$ cat src/rtl/sensor_ahb_wrapper.sv
// AHB slave for a set of sensor channels: wait-stated buffer reads,
// per-channel CTRL/STATUS/CLEAR registers and a combined interrupt.
module sensor_ahb_wrapper #(
    parameter int          NUM_CH    = 4,
    parameter int          READ_LAT  = 2,
    parameter logic [3:0]  MASTER_ID = 4'b0001,
    parameter logic [31:0] BASE_ADDR = 32'h3000_0000
) (
    input  logic                 clk,
    input  logic                 rst,
    input  logic                 HSEL,
    input  logic [1:0]           HTRANS,
    input  logic [31:0]          HADDR,
    input  logic                 HWRITE,
    input  logic [2:0]           HSIZE,
    input  logic [31:0]          HWDATA,
    input  logic [3:0]           HMASTER,
    input  logic                 HMASTLOCK,
    output logic [31:0]          HRDATA,
    output logic                 HREADY,
    output logic [1:0]           HRESP,
    input  logic [32*NUM_CH-1:0] sctrl_out,
    input  logic [NUM_CH-1:0]    sctrl_full,
    output logic [NUM_CH-1:0]    sctrl_en,
    output logic [NUM_CH-1:0]    sctrl_clear,
    output logic [5:0]           sctrl_addr,
    output logic                 irq
);
    typedef enum logic [2:0] {IDLE, RADDR, RWAIT, RRESP, REG, ERR1, ERR2} state_t;
    localparam logic [1:0] RG_BUF = 2'd0, RG_CTRL = 2'd1, RG_CLEAR = 2'd2, RG_STATUS = 2'd3;

    state_t            r_state, w_next;
    logic [11:0]       w_off;
    logic [1:0]        w_ch, w_rg;
    logic              w_hready, w_accept, w_err, w_reg_wr;
    logic [1:0]        r_ch, r_rg;
    logic [5:0]        r_word;
    logic              r_write;
    logic [2:0]        r_cnt;
    logic [NUM_CH-1:0] r_ch_en, r_irq_en, r_pend, r_full_q, r_clear;
    logic [NUM_CH-1:0] w_sel, w_pend_clr;
    logic [31:0]       w_buf_data, w_reg_data;
    logic              r_irq;
    logic              w_unused;

    // The window is 4 KB aligned, so only the low 12 bits carry the offset.
    assign w_off    = HADDR[11:0] - BASE_ADDR[11:0];
    assign w_ch     = w_off[11:10];
    assign w_rg     = w_off[9:8];
    assign w_hready = !(r_state inside {RADDR, RWAIT, ERR1});
    assign w_accept = HSEL && HTRANS[1] && w_hready;
    assign w_err    = (HMASTER != MASTER_ID) || (HSIZE != 3'b010) ||
                      (int'(w_ch) >= NUM_CH) || (HWRITE && w_rg == RG_BUF);
    assign w_reg_wr = (r_state == REG) && r_write;
    assign w_unused = ^{HMASTLOCK, HTRANS[0], HADDR[31:12], w_off[1:0], HWDATA[31:3]};

    always_comb begin
        w_sel      = '0;
        w_buf_data = '0;
        w_reg_data = '0;
        for (int c = 0; c < NUM_CH; c++) begin
            if (int'(r_ch) == c) begin
                w_sel[c]   = 1'b1;
                w_buf_data = sctrl_out[32*c +: 32];
                case (r_rg)
                    RG_CTRL:   w_reg_data = {30'b0, r_irq_en[c], r_ch_en[c]};
                    RG_STATUS: w_reg_data = {29'b0, r_pend[c], sctrl_full[c], r_ch_en[c]};
                    default:   w_reg_data = '0;
                endcase
            end
        end
    end

    assign w_pend_clr = (w_reg_wr && (r_rg == RG_CLEAR || (r_rg == RG_STATUS && HWDATA[2])))
                        ? w_sel : '0;

    always_ff @(posedge clk) begin
        if (rst) r_state <= IDLE;
        else     r_state <= w_next;
    end

    always_comb begin
        w_next     = r_state;
        HRESP      = 2'b00;
        HRDATA     = '0;
        sctrl_en   = '0;
        sctrl_addr = '0;
        case (r_state)
            RADDR: begin
                sctrl_en   = w_sel;
                sctrl_addr = r_word;
                w_next     = (READ_LAT == 1) ? RRESP : RWAIT;
            end
            RWAIT: begin
                sctrl_en   = w_sel;
                sctrl_addr = r_word;
                if (r_cnt <= 3'd1) w_next = RRESP;
            end
            RRESP: begin
                sctrl_en   = w_sel;
                sctrl_addr = r_word;
                HRDATA     = w_buf_data;
            end
            REG:     if (!r_write) HRDATA = w_reg_data;
            ERR1: begin
                HRESP  = 2'b01;
                w_next = ERR2;
            end
            ERR2:    HRESP = 2'b01;
            default: ;
        endcase
        // Every zero-wait state doubles as an address phase for the next transfer.
        if (w_hready)
            w_next = !w_accept ? IDLE : w_err ? ERR1 : (w_rg == RG_BUF) ? RADDR : REG;
    end

    assign HREADY      = w_hready;
    assign sctrl_clear = r_clear;
    assign irq         = r_irq;

    always_ff @(posedge clk) begin
        if (rst) begin
            r_ch     <= '0;
            r_rg     <= '0;
            r_word   <= '0;
            r_write  <= 1'b0;
            r_cnt    <= '0;
            r_ch_en  <= '0;
            r_irq_en <= '0;
            r_pend   <= '0;
            r_full_q <= '0;
            r_clear  <= '0;
            r_irq    <= 1'b0;
        end else begin
            if (w_accept) begin
                r_ch    <= w_ch;
                r_rg    <= w_rg;
                r_word  <= w_off[7:2];
                r_write <= HWRITE;
            end
            if (r_state == RADDR)                  r_cnt <= 3'(READ_LAT - 1);
            else if (r_state == RWAIT && r_cnt != 0) r_cnt <= r_cnt - 3'd1;
            if (w_reg_wr && r_rg == RG_CTRL) begin
                r_ch_en  <= (r_ch_en  & ~w_sel) | (w_sel & {NUM_CH{HWDATA[0]}});
                r_irq_en <= (r_irq_en & ~w_sel) | (w_sel & {NUM_CH{HWDATA[1]}});
            end
            r_clear  <= (w_reg_wr && r_rg == RG_CLEAR) ? w_sel : '0;
            r_full_q <= sctrl_full;
            // A new full edge outranks a clear landing on the same clock.
            r_pend   <= (r_pend & ~w_pend_clr) | (sctrl_full & ~r_full_q & r_irq_en);
            r_irq    <= |r_pend;
        end
    end
endmodule

$ cat config.mk
export PLATFORM = sky130hd
export DESIGN_NAME = sensor_ahb_wrapper
export DESIGN_NICKNAME = d
export VERILOG_FILES = /design/src/rtl/sensor_ahb_wrapper.sv
export SDC_FILE = /design/constraint.sdc
export NUM_CORES = 1
export LEC_CHECK = 0
export CORE_MARGIN = 5
export CORE_UTILIZATION = 28
export DETAILED_ROUTE_END_ITERATION = 16
export HOLD_SLACK_MARGIN = 0.08
export PLACE_DENSITY_LB_ADDON = 0.25
export SLEW_MARGIN = 25
export SYNTH_ARGS = -nofsm -noshare
export SYNTH_HDL_FRONTEND = slang
export SYNTH_SLANG_ARGS = --single-unit
export TNS_END_PERCENT = 20
$ cat constraint.sdc
create_clock -name clk -period 1.5 [get_ports clk]
set_input_delay 0.3 -clock clk [delete_from_list [all_inputs] [get_ports clk]]
set_output_delay 0.3 -clock clk [all_outputs]
set_load 0.02 [all_outputs]
==> impl_metrics.toml, run 1 <==
[status]
outcome = "finished, violations left"
violations = "setup timing"

[global_route]
grt_max_degree = 22
grt_pass1_vias = 3115
grt_usage_pct = 18.3
overflow = 0
grt_pass1_wl_um = 16700
grt_antenna_before_repair = 0

[detailed_routing]
vias = 3051
routed_via_density = 4.72
dr.pass1.iters = 5
detail_route.wl_per_cell_um = 18.4
drc = 0
drtIter0Drc = 162
drt_wl_total_um = 11900
antenna_left = 0

[layout]
fillers = 836
drive_gt1_share_pct = 39.1
num_antenna_cells = 0
area_growth_syn_to_layout_pct = 109
fin_nets = 726
stdcell_count = 647

[worst_setup_path]
r2r_cells = 7
r2r_start = "r_state[0]"
cp-start-kind = "flip-flop"
worstPathMaxFanout = 7
worstPathArrival_ps = 1730
r2r_setup_slack_ps = -50
critPathLaunch = "r_ch[0]"
rr_endpoint = "r_rg[0]"
crit_path_end = "HRDATA[15]"
crit_type = "reg2out"
required_ps = 1200
critPathCaptureType = "output port"

[sta]
finalCritPeriodShare_pct = 135
skew_ps = 4.39
rsz0062_at_grt = "yes"
setup-violations-final = 56
fin_ws_ps = -532
hold_violations = 0
slew_viol_final = 0
fmax_mhz = 492
finalCriticalPeriod_ps = 2030

[synth]
ys_types = 42
synth_nets = 478
synth_edf_count = 0
ys_warn_count = 0
synth.most_common_cell = "dfxtp_1"
synth_area_leaders = "mux4_2 (29%), dfxtp_1 (27%), nor2b_1 (8.1%), mux2i_1 (7.2%), nor2_1 (4.8%)"
synth_ff_type = "dfxtp_1"
yosysTopAreaCell = "mux4_2"
synthTopCellsByCount = "dfxtp_1 (38), mux4_2 (36), nor2_1 (36), nor2b_1 (36), mux2i_1 (20)"
synth_seq_cells = 38
synth_top_cell_area_share_pct = 29.0
synth-async-reset-ratio_pct = 0
avgSynthCellArea_um2 = 10.5
ys_seq_area_share_pct = 27.2
netlist_area_mm2 = 0.00279
synthCells = 265

[floorplan]
start_util_pct = 28.7
dieArea_mm2 = 0.0121
die_h_um = 110
core.rowCount = 36
io_pins = 260
core_mm2 = 0.00973
dieWidth_um = 110

[clock_tree]
cts_num_sinks = 38
cts_tree = "yes"
cts_hold_buffers = 0
clk_root_buffer_cell = "clkbuf_8"
path_clk_slew_ps = 70
cts_made_buffers = 5
cts_buffer_depth = 2
htreeDepth = 2
clk-insertion-delay-late_ps = 290

[placed_design]
portBuffers = 205
post-dp-hpwl_um = 10100
dp.cells = 634
routabilityCongestion = 0.825

[job]
drv_cap = 0

[worst_hold_path]
hp-class = "reg2reg"

[power]
leakagePower_nw = 2.33
totalPowerFinal_mw = 3.04
power_density_mw_per_mm2 = 519
irDropWorstVdd_mv = 0.398
[per-layer routing]
layer  GRT usage (%)  part of all wire [%]  vias up
li1                -                     -     1468
met1            22.0                    38     1487
met2            32.6                    55       83
met3            4.23                   5.6       13
met4            4.81                   1.4        0
met5               0                     0        -
[per-stage QoR]
stage               TNS, ps  util, %  hold slack [ps]  worst slack, ps  cell area, um^2
floorplan             -1330        -              428            -50.1             3050
global placement     -25850     57.2              464             -898             5570
detailed placement   -26420     57.2              476             -883             5570
CTS                  -19200     59.9              494             -579             5830
global route         -21660     60.1              532             -600             5850
finish               -17680     60.1              495             -532             5850
[repair_timing]
item,CTS,global route
resized for setup,265,38
pin swaps,1,7
setup endpoints to repair,63,63
gates cloned,2,0
buffers inserted,3,3
[how the worst min path moves through the flow]
stage | cells past startpoint | end | from
2_1_floorplan | 1 | r_full_q[0] | sctrl_full[0]
6_report | 2 | r_pend[0] | r_full_q[0]
3_5_place_dp | 2 | r_word[5] | r_word[5]
4_1_cts | 2 | r_word[5] | r_word[5]
3_3_place_gp | 2 | r_word[0] | r_word[0]
5_1_grt | 2 | r_pend[1] | r_full_q[1]
[power breakdown]
group | internal, mW | switching [mW]
registers | 1.04 | 0.0279
logic | 0.784 | 0.353
clock network | 0.464 | 0.367
[worst max-delay path, cell delays in order, from the launching register on]
cell     delay (ps)
dfxtp_4         410
buf_12          150
buf_12          110
mux4_2          490
nor2b_4         140
buf_6           130
[placed cells by master, fill, tap and decap left out, drive strengths merged, types with 2 or more instances in the layout]
cell | netlist | layout
clkdlybuf4s50 | 0 | 156
buf | 14 | 101
dfxtp | 38 | 38
nor2 | 37 | 37
nor2b | 37 | 37
mux4 | 36 | 36
mux2i | 20 | 20
clkbuf | 7 | 8
o21ai | 8 | 8
a21oi | 7 | 7
inv | 7 | 7
and2 | 6 | 6
nand2 | 5 | 5
nand3b | 5 | 5
dlygate4sd2 | 0 | 5
nand2b | 4 | 4
nand4b | 3 | 3
a21o | 3 | 3
ha | 3 | 3
nor3b | 3 | 3
nor3 | 3 | 3
nor4 | 2 | 2
nand4 | 2 | 2
nand3 | 2 | 2
[cell type report]
cell class	instances	area, um^2	area share (%)
Inverter	7	26.3	0.449
Tap cell	133	166	2.85
Sequential cell	38	773	13.2
Clock buffer	8	110	1.88
Timing Repair Buffer	262	2620	44.8
Multi-Input combinational cell	199	2150	36.8
[cell families (layout without fill, tap and decap cells)]
family / Yosys count / in the layout / synth area share, %
and+or+nand+nor: 113 / 113 / 23.3
muxes: 56 / 56 / 36.2
DFF: 38 / 38 / 27.2
buffers and inverters: 28 / 277 / 6.00
AOI/OAI and AO/OA: 25 / 25 / 5.47
adders and majority gates: 3 / 3 / 1.34
other: 1 / 1 / 0.134
xor gates and xnor gates: 1 / 1 / 0.314
No activity file was read; power rests on OpenSTA's default activity.
==> run 2, diff against run 1 <==
- clock period: 1.5 -> 1.64 ns (I/O delays scaled with it)
==> run 2 against run 1 <==
  * The run still ends with setup timing left
  * Sequential share of layout area rose by 1.0 points
  * Sequential power fell by 9%
  * Clock power fell by 20%
  * Global-route usage fell by 0.26 points
  * Design area fell by 7.7%
  * Clock-buffer cell count fell by 1
==> impl_metrics.toml, run 2 (synthesized netlist as in run 1, its figures left out) <==
[layout]
final_util_pct = 55.5
fin_nets = 722
final_common_cell = "clkdlybuf4s50_1"
num_antenna_cells = 0
drive_gt1_share_pct = 31.8
fillers = 928
area_growth_syn_to_layout_pct = 93.2
layout_common_cells = "clkdlybuf4s50_1 (161), buf_4 (58), mux4_2 (36)"
fin_area_mm2 = 0.00540

[worst_setup_path]
worst_path_largest_cell_delay_ps = 490
crit_family = "multiplexers"
worstPathArrival_ps = 1740
worstPathMaxFanout = 6
rr_endpoint = "r_word[5]"
critPathCaptureType = "output port"
r2r_setup_slack_ps = 100
worst-path-buf-inv = 2
required_ps = 1310
cp-start-kind = "flip-flop"
r2r_start = "r_state[0]"
r2r_cells = 7
crit_type = "reg2out"
cpMaxStageDelayCell = "mux4_2"
crit_chain = "buf_4 > mux4_2 > nor2b_2 > clkdlybuf4s15_2"

[clock_tree]
path_clk_slew_ps = 70
cts_num_sinks = 38
clk-insertion-delay-late_ps = 290
clk_root_buffer_cell = "clkbuf_8"
cts_buffer_depth = 2
htreeDepth = 2
cts_hold_buffers = 0
cts_tree = "yes"
cts_made_buffers = 5

[floorplan]
dieWidth_um = 110
dieArea_mm2 = 0.0121
start_util_pct = 28.7
die_h_um = 110
core.rowCount = 36
core_mm2 = 0.00973
io_pins = 260

[power]
leakagePower_nw = 2.12
irDropWorstVdd_mv = 0.367
swShare_pct = 24.9
p_int_mw = 1.96
power_density_mw_per_mm2 = 482
p_sw_uw = 648
comb_power_share_pct = 37.1
seqPwrFrac_pct = 37.4
clockPowerShare_pct = 25.5

[sta]
holdWs_ps = 485
fin_ws_ps = -431
skew_ps = 7.70
rsz0062_at_grt = "yes"
finalCritPeriodShare_pct = 126
fmax_mhz = 483
setup-violations-final = 42
hold_violations = 0
slew_viol_final = 0
finalCriticalPeriod_ps = 2070

[detailed_routing]
drt_wl_total_um = 11700
vias = 3017
dr.pass1.iters = 4
drtIter0Drc = 197
antenna_left = 0
routed_via_density = 4.69
detail_route.wl_per_cell_um = 18.2
drc = 0

[global_route]
busiest_layer = "met2"
grt_pass1_wl_um = 16700
grt_antenna_before_repair = 0
grt_use_met3_pct = 4.17
grt_max_degree = 32
grt.met2_usage_pct = 32.0
grt_usage_pct = 18.0
grt_pass1_vias = 3164
overflow = 0
use_met1_pct = 22.0

[placed_design]
portBuffers = 205
place_area_mm2 = 0.00527
routabilityCongestion = 0.754
post-dp-hpwl_um = 9640

[worst_hold_path]
whs_path_depth = 2
min-delay-start = "r_cnt[2]"
min_to = "r_cnt[2]"
hp-class = "reg2reg"

[job]
drv_cap = 0

[status]
outcome = "finished, violations left"
violations = "setup timing"
## run 2: final cells by class
| type | count | area [um^2] | area share (%) |
|---|---|---|---|
| Timing Repair Buffer | 258 | 2450 | 45.4 |
| Multi-Input combinational cell | 199 | 1890 | 35.1 |
| Sequential cell | 38 | 768 | 14.2 |
| Clock buffer | 7 | 86.3 | 1.60 |
| Inverter | 7 | 26.3 | 0.487 |
| Clock inverter | 1 | 5.00 | 0.0927 |
| Tap cell | 133 | 166 | 3.08 |
## run 2: repair_timing
| item | CTS | global route |
|---|---|---|
| pin swaps | 4 | 2 |
| buffers inserted | 6 | 3 |
| setup endpoints to repair | 44 | 44 |
| cloned | 2 | 0 |
| gates resized for setup | 215 | 16 |
## run 2: power groups by stage
stage                     Clock, mW  Combinational (mW)  Sequential (mW)
final                         0.663               0.967            0.973
after global routing          0.716                1.03            0.977
after CTS                     0.681               0.965            0.973
after detailed placement          0               0.927            0.996
after global placement            0               0.910            0.996
after floorplan                   0               0.401            0.988
## run 2: worst min-delay path, stage by stage, from the launching register on
cell	delay, ps
dfxtp_1	330
nand2_1	60
a21oi_1	50
## run 2: through the flow
stage	setup TNS, ps	setup WS (ps)	power, mW	cells
after global routing	-16400	-510	2.73	643
after CTS	-14300	-459	2.62	641
after detailed placement	-22070	-768	1.92	626
after floorplan	-208	-13.7	1.39	265
final	-13050	-431	2.60	643
after global placement	-22150	-782	1.91	626
## run 2: worst max path at each step
| stage | start | to | slack, ps | depth (start not counted) |
|---|---|---|---|---|
| 6_report | r_ch[0] | HRDATA[10] | -430 | 4 |
| 4_1_cts | r_ch[0] | HRDATA[12] | -460 | 4 |
| 3_3_place_gp | sctrl_full[2] | HRDATA[1] | -780 | 5 |
| 3_5_place_dp | sctrl_full[2] | HRDATA[1] | -770 | 5 |
| 5_1_grt | r_ch[0] | HRDATA[10] | -510 | 4 |
| 2_1_floorplan | r_ch[0] | HRDATA[11] | -10 | 4 |
## run 2: per-layer routing
metal  routed length [um]  vias up  share of wire (%)
li1                     -     1456                  -
met4                  159        0                1.4
met2                 6190       84                 53
met5                    0        -                  0
met1                 4620     1465                 39
met3                  758       12                6.5
==> run 3, diff against run 2 <==
--- a/config.mk
+++ b/config.mk
@@ -8,7 +8,9 @@
 export CORE_MARGIN = 5
 export CORE_UTILIZATION = 28
+export CTS_BUF_LIST = sky130_fd_sc_hd__clkbuf_16
 export DETAILED_ROUTE_END_ITERATION = 16
 export HOLD_SLACK_MARGIN = 0.08
 export PLACE_DENSITY_LB_ADDON = 0.25
+export SKIP_CTS_REPAIR_TIMING = 1
 export SLEW_MARGIN = 25
 export SYNTH_ARGS = -nofsm -noshare
==> constraint.sdc (replaced) <==
create_clock -name clk -period 1.64 [get_ports clk]
set_input_delay 0.246 -clock clk [delete_from_list [all_inputs] [get_ports clk]]
set_output_delay 0.246 -clock clk [all_outputs]
set_load 0.02 [all_outputs]
==> run 3 against run 2 <==
  * Critical path depth grew 1
  * Core utilization grew 1.7 points
  * Power grew 17%
  * Largest cell class unchanged
  * Wire length is essentially flat
  * Combinational power grew 2.3%
  * Largest power group is now the clock network
  * Highest routed layer unchanged
  * The flow still finishes with violations (setup timing)
  * Die area is the same
  * Cell count is the same
  * Clock skew shrank 4.3 ps
  * Register-to-register slack lost 20 ps
==> impl_metrics.toml, run 3 (synthesized netlist as in run 1, its figures left out) <==
[sta]
rsz0062_at_grt = "yes"
finalCriticalPeriod_ps = 2000
setup-violations-final = 35
fin_ws_ps = -364
hold_violations = 0
holdWs_ps = 490
finalCritPeriodShare_pct = 122
fmax_mhz = 499
slew_viol_final = 0
skew_ps = 3.35

[worst_setup_path]
r2r_cells = 7
worstPathArrival_ps = 1760
worst-path-buf-inv = 3
crit_chain = "buf_6 > clkbuf_16 > mux4_2 > nor2b_2 > buf_6"
r2r_setup_slack_ps = 80
crit_type = "reg2out"
cpMaxStageDelayCell = "mux4_2"
cp_num_cells = 5
required_ps = 1390
critPathCaptureType = "output port"
cp_common_cell = "buf_6"
crit_family = "multiplexers"
worstPathMaxFanout = 8
r2r_start = "r_ch[0]"
worst_path_largest_cell_delay_ps = 480
cp-start-kind = "flip-flop"

[layout]
drive_gt1_share_pct = 32.2
num_antenna_cells = 0
fin_area_mm2 = 0.00556
stdcell_count = 643
fin_nets = 722
final_common_cell = "clkdlybuf4s50_1"
area_growth_syn_to_layout_pct = 99.1
final_util_pct = 57.2
layout_common_cells = "clkdlybuf4s50_1 (161), buf_4 (60), mux4_2 (36)"

[power]
leakagePower_nw = 2.21
irDropWorstVdd_mv = 0.478
totalPowerFinal_mw = 3.03
power_density_mw_per_mm2 = 546

[floorplan]
core.rowCount = 36
dieArea_mm2 = 0.0121
die_h_um = 110
io_pins = 260
dieWidth_um = 110
core_mm2 = 0.00973
start_util_pct = 28.7

[global_route]
grt_usage_pct = 17.2
overflow = 0
grt_use_met3_pct = 4.64
use_met1_pct = 21.8
grt_antenna_before_repair = 0
grt_pass1_wl_um = 15800
grt_pass1_vias = 2929
grt_max_degree = 26
grt.met2_usage_pct = 29.2
busiest_layer = "met2"

[clock_tree]
cts_buffer_depth = 2
clk-insertion-delay-late_ps = 280
cts_made_buffers = 5
path_clk_slew_ps = 50
clk_root_buffer_cell = "clkbuf_16"
htreeDepth = 2
cts_tree = "yes"
cts_num_sinks = 38

[detailed_routing]
drtIter0Drc = 171
routed_via_density = 4.75
drt_wl_total_um = 11700
detail_route.wl_per_cell_um = 18.2
dr.pass1.iters = 5
drc = 0
vias = 3056
antenna_left = 0

[job]
drv_cap = 0

[status]
violations = "setup timing"
outcome = "finished, violations left"

[placed_design]
place_area_mm2 = 0.00526
portBuffers = 205
dp.cells = 624
routabilityCongestion = 0.792
post-dp-hpwl_um = 9640

[worst_hold_path]
hp-class = "reg2reg"
whs_path_depth = 2
min_to = "r_word[3]"
min-delay-start = "r_word[3]"
## run 3: cell count changes in the layout (fill, tap and decap cells not counted), moves of 2 or more
cell and delta:
nor2_2 -2, clkbuf_8 -6, dlymetal6s2s_1 +2, clkbuf_16 +7
buf_6 +4, buf_4 +2, buf_2 -8, nor2_1 +2
clkdlybuf4s15_2 -3, nor2b_4 +5, nor2b_1 -5
## run 3: worst max-delay path by stage
| stage | startpoint | endpoint | slack (ps) |
|---|---|---|---|
| floorplan | r_ch[1] | HRDATA[2] | -20 |
| global placement | sctrl_full[2] | HRDATA[1] | -620 |
| detailed placement | sctrl_full[2] | HRDATA[1] | -630 |
| CTS | r_ch[0] | HRDATA[30] | -800 |
| global route | r_ch[0] | HRDATA[17] | -410 |
| finish | r_ch[0] | HRDATA[17] | -360 |
## run 3: stage by stage
step	setup slack (ps)	TNS (ps)
2_1_floorplan	-24.1	-24.1
3_3_place_gp	-618	-16440
3_5_place_dp	-626	-16780
4_1_cts	-803	-29810
5_1_grt	-409	-12070
6_report	-364	-10060
## run 3: area by class of cell
cell class | count | area [um^2]
clock buffer | 5 | 125
clock inverter | 3 | 40.0
fill | 889 | 4170
inverter | 7 | 26.3
multi-input combinational | 199 | 1930
sequential | 38 | 768
tap | 133 | 166
timing repair buffer | 258 | 2510
## run 3: metal layers
layer / part of all wire [%] / up-vias
li1: - / 1462
met3: 7.1 / 10
met5: 0 / -
met2: 51 / 112
met1: 40 / 1472
met4: 1.2 / 0
## run 3: power by group
group | leakage, nW | switching [mW] | internal [mW]
sequential | 0.311 | 0.0227 | 0.954
clock | 0.0836 | 0.359 | 0.711
combinational | 1.81 | 0.308 | 0.681
total | 2.21 | 0.690 | 2.35
## run 3: tightest hold or removal path, delay by kind of cell (launching register included)
kind | cells | cell delay [ps]
muxes | 1 | 60
and+or+nand+nor | 1 | 80
DFF | 1 | 320
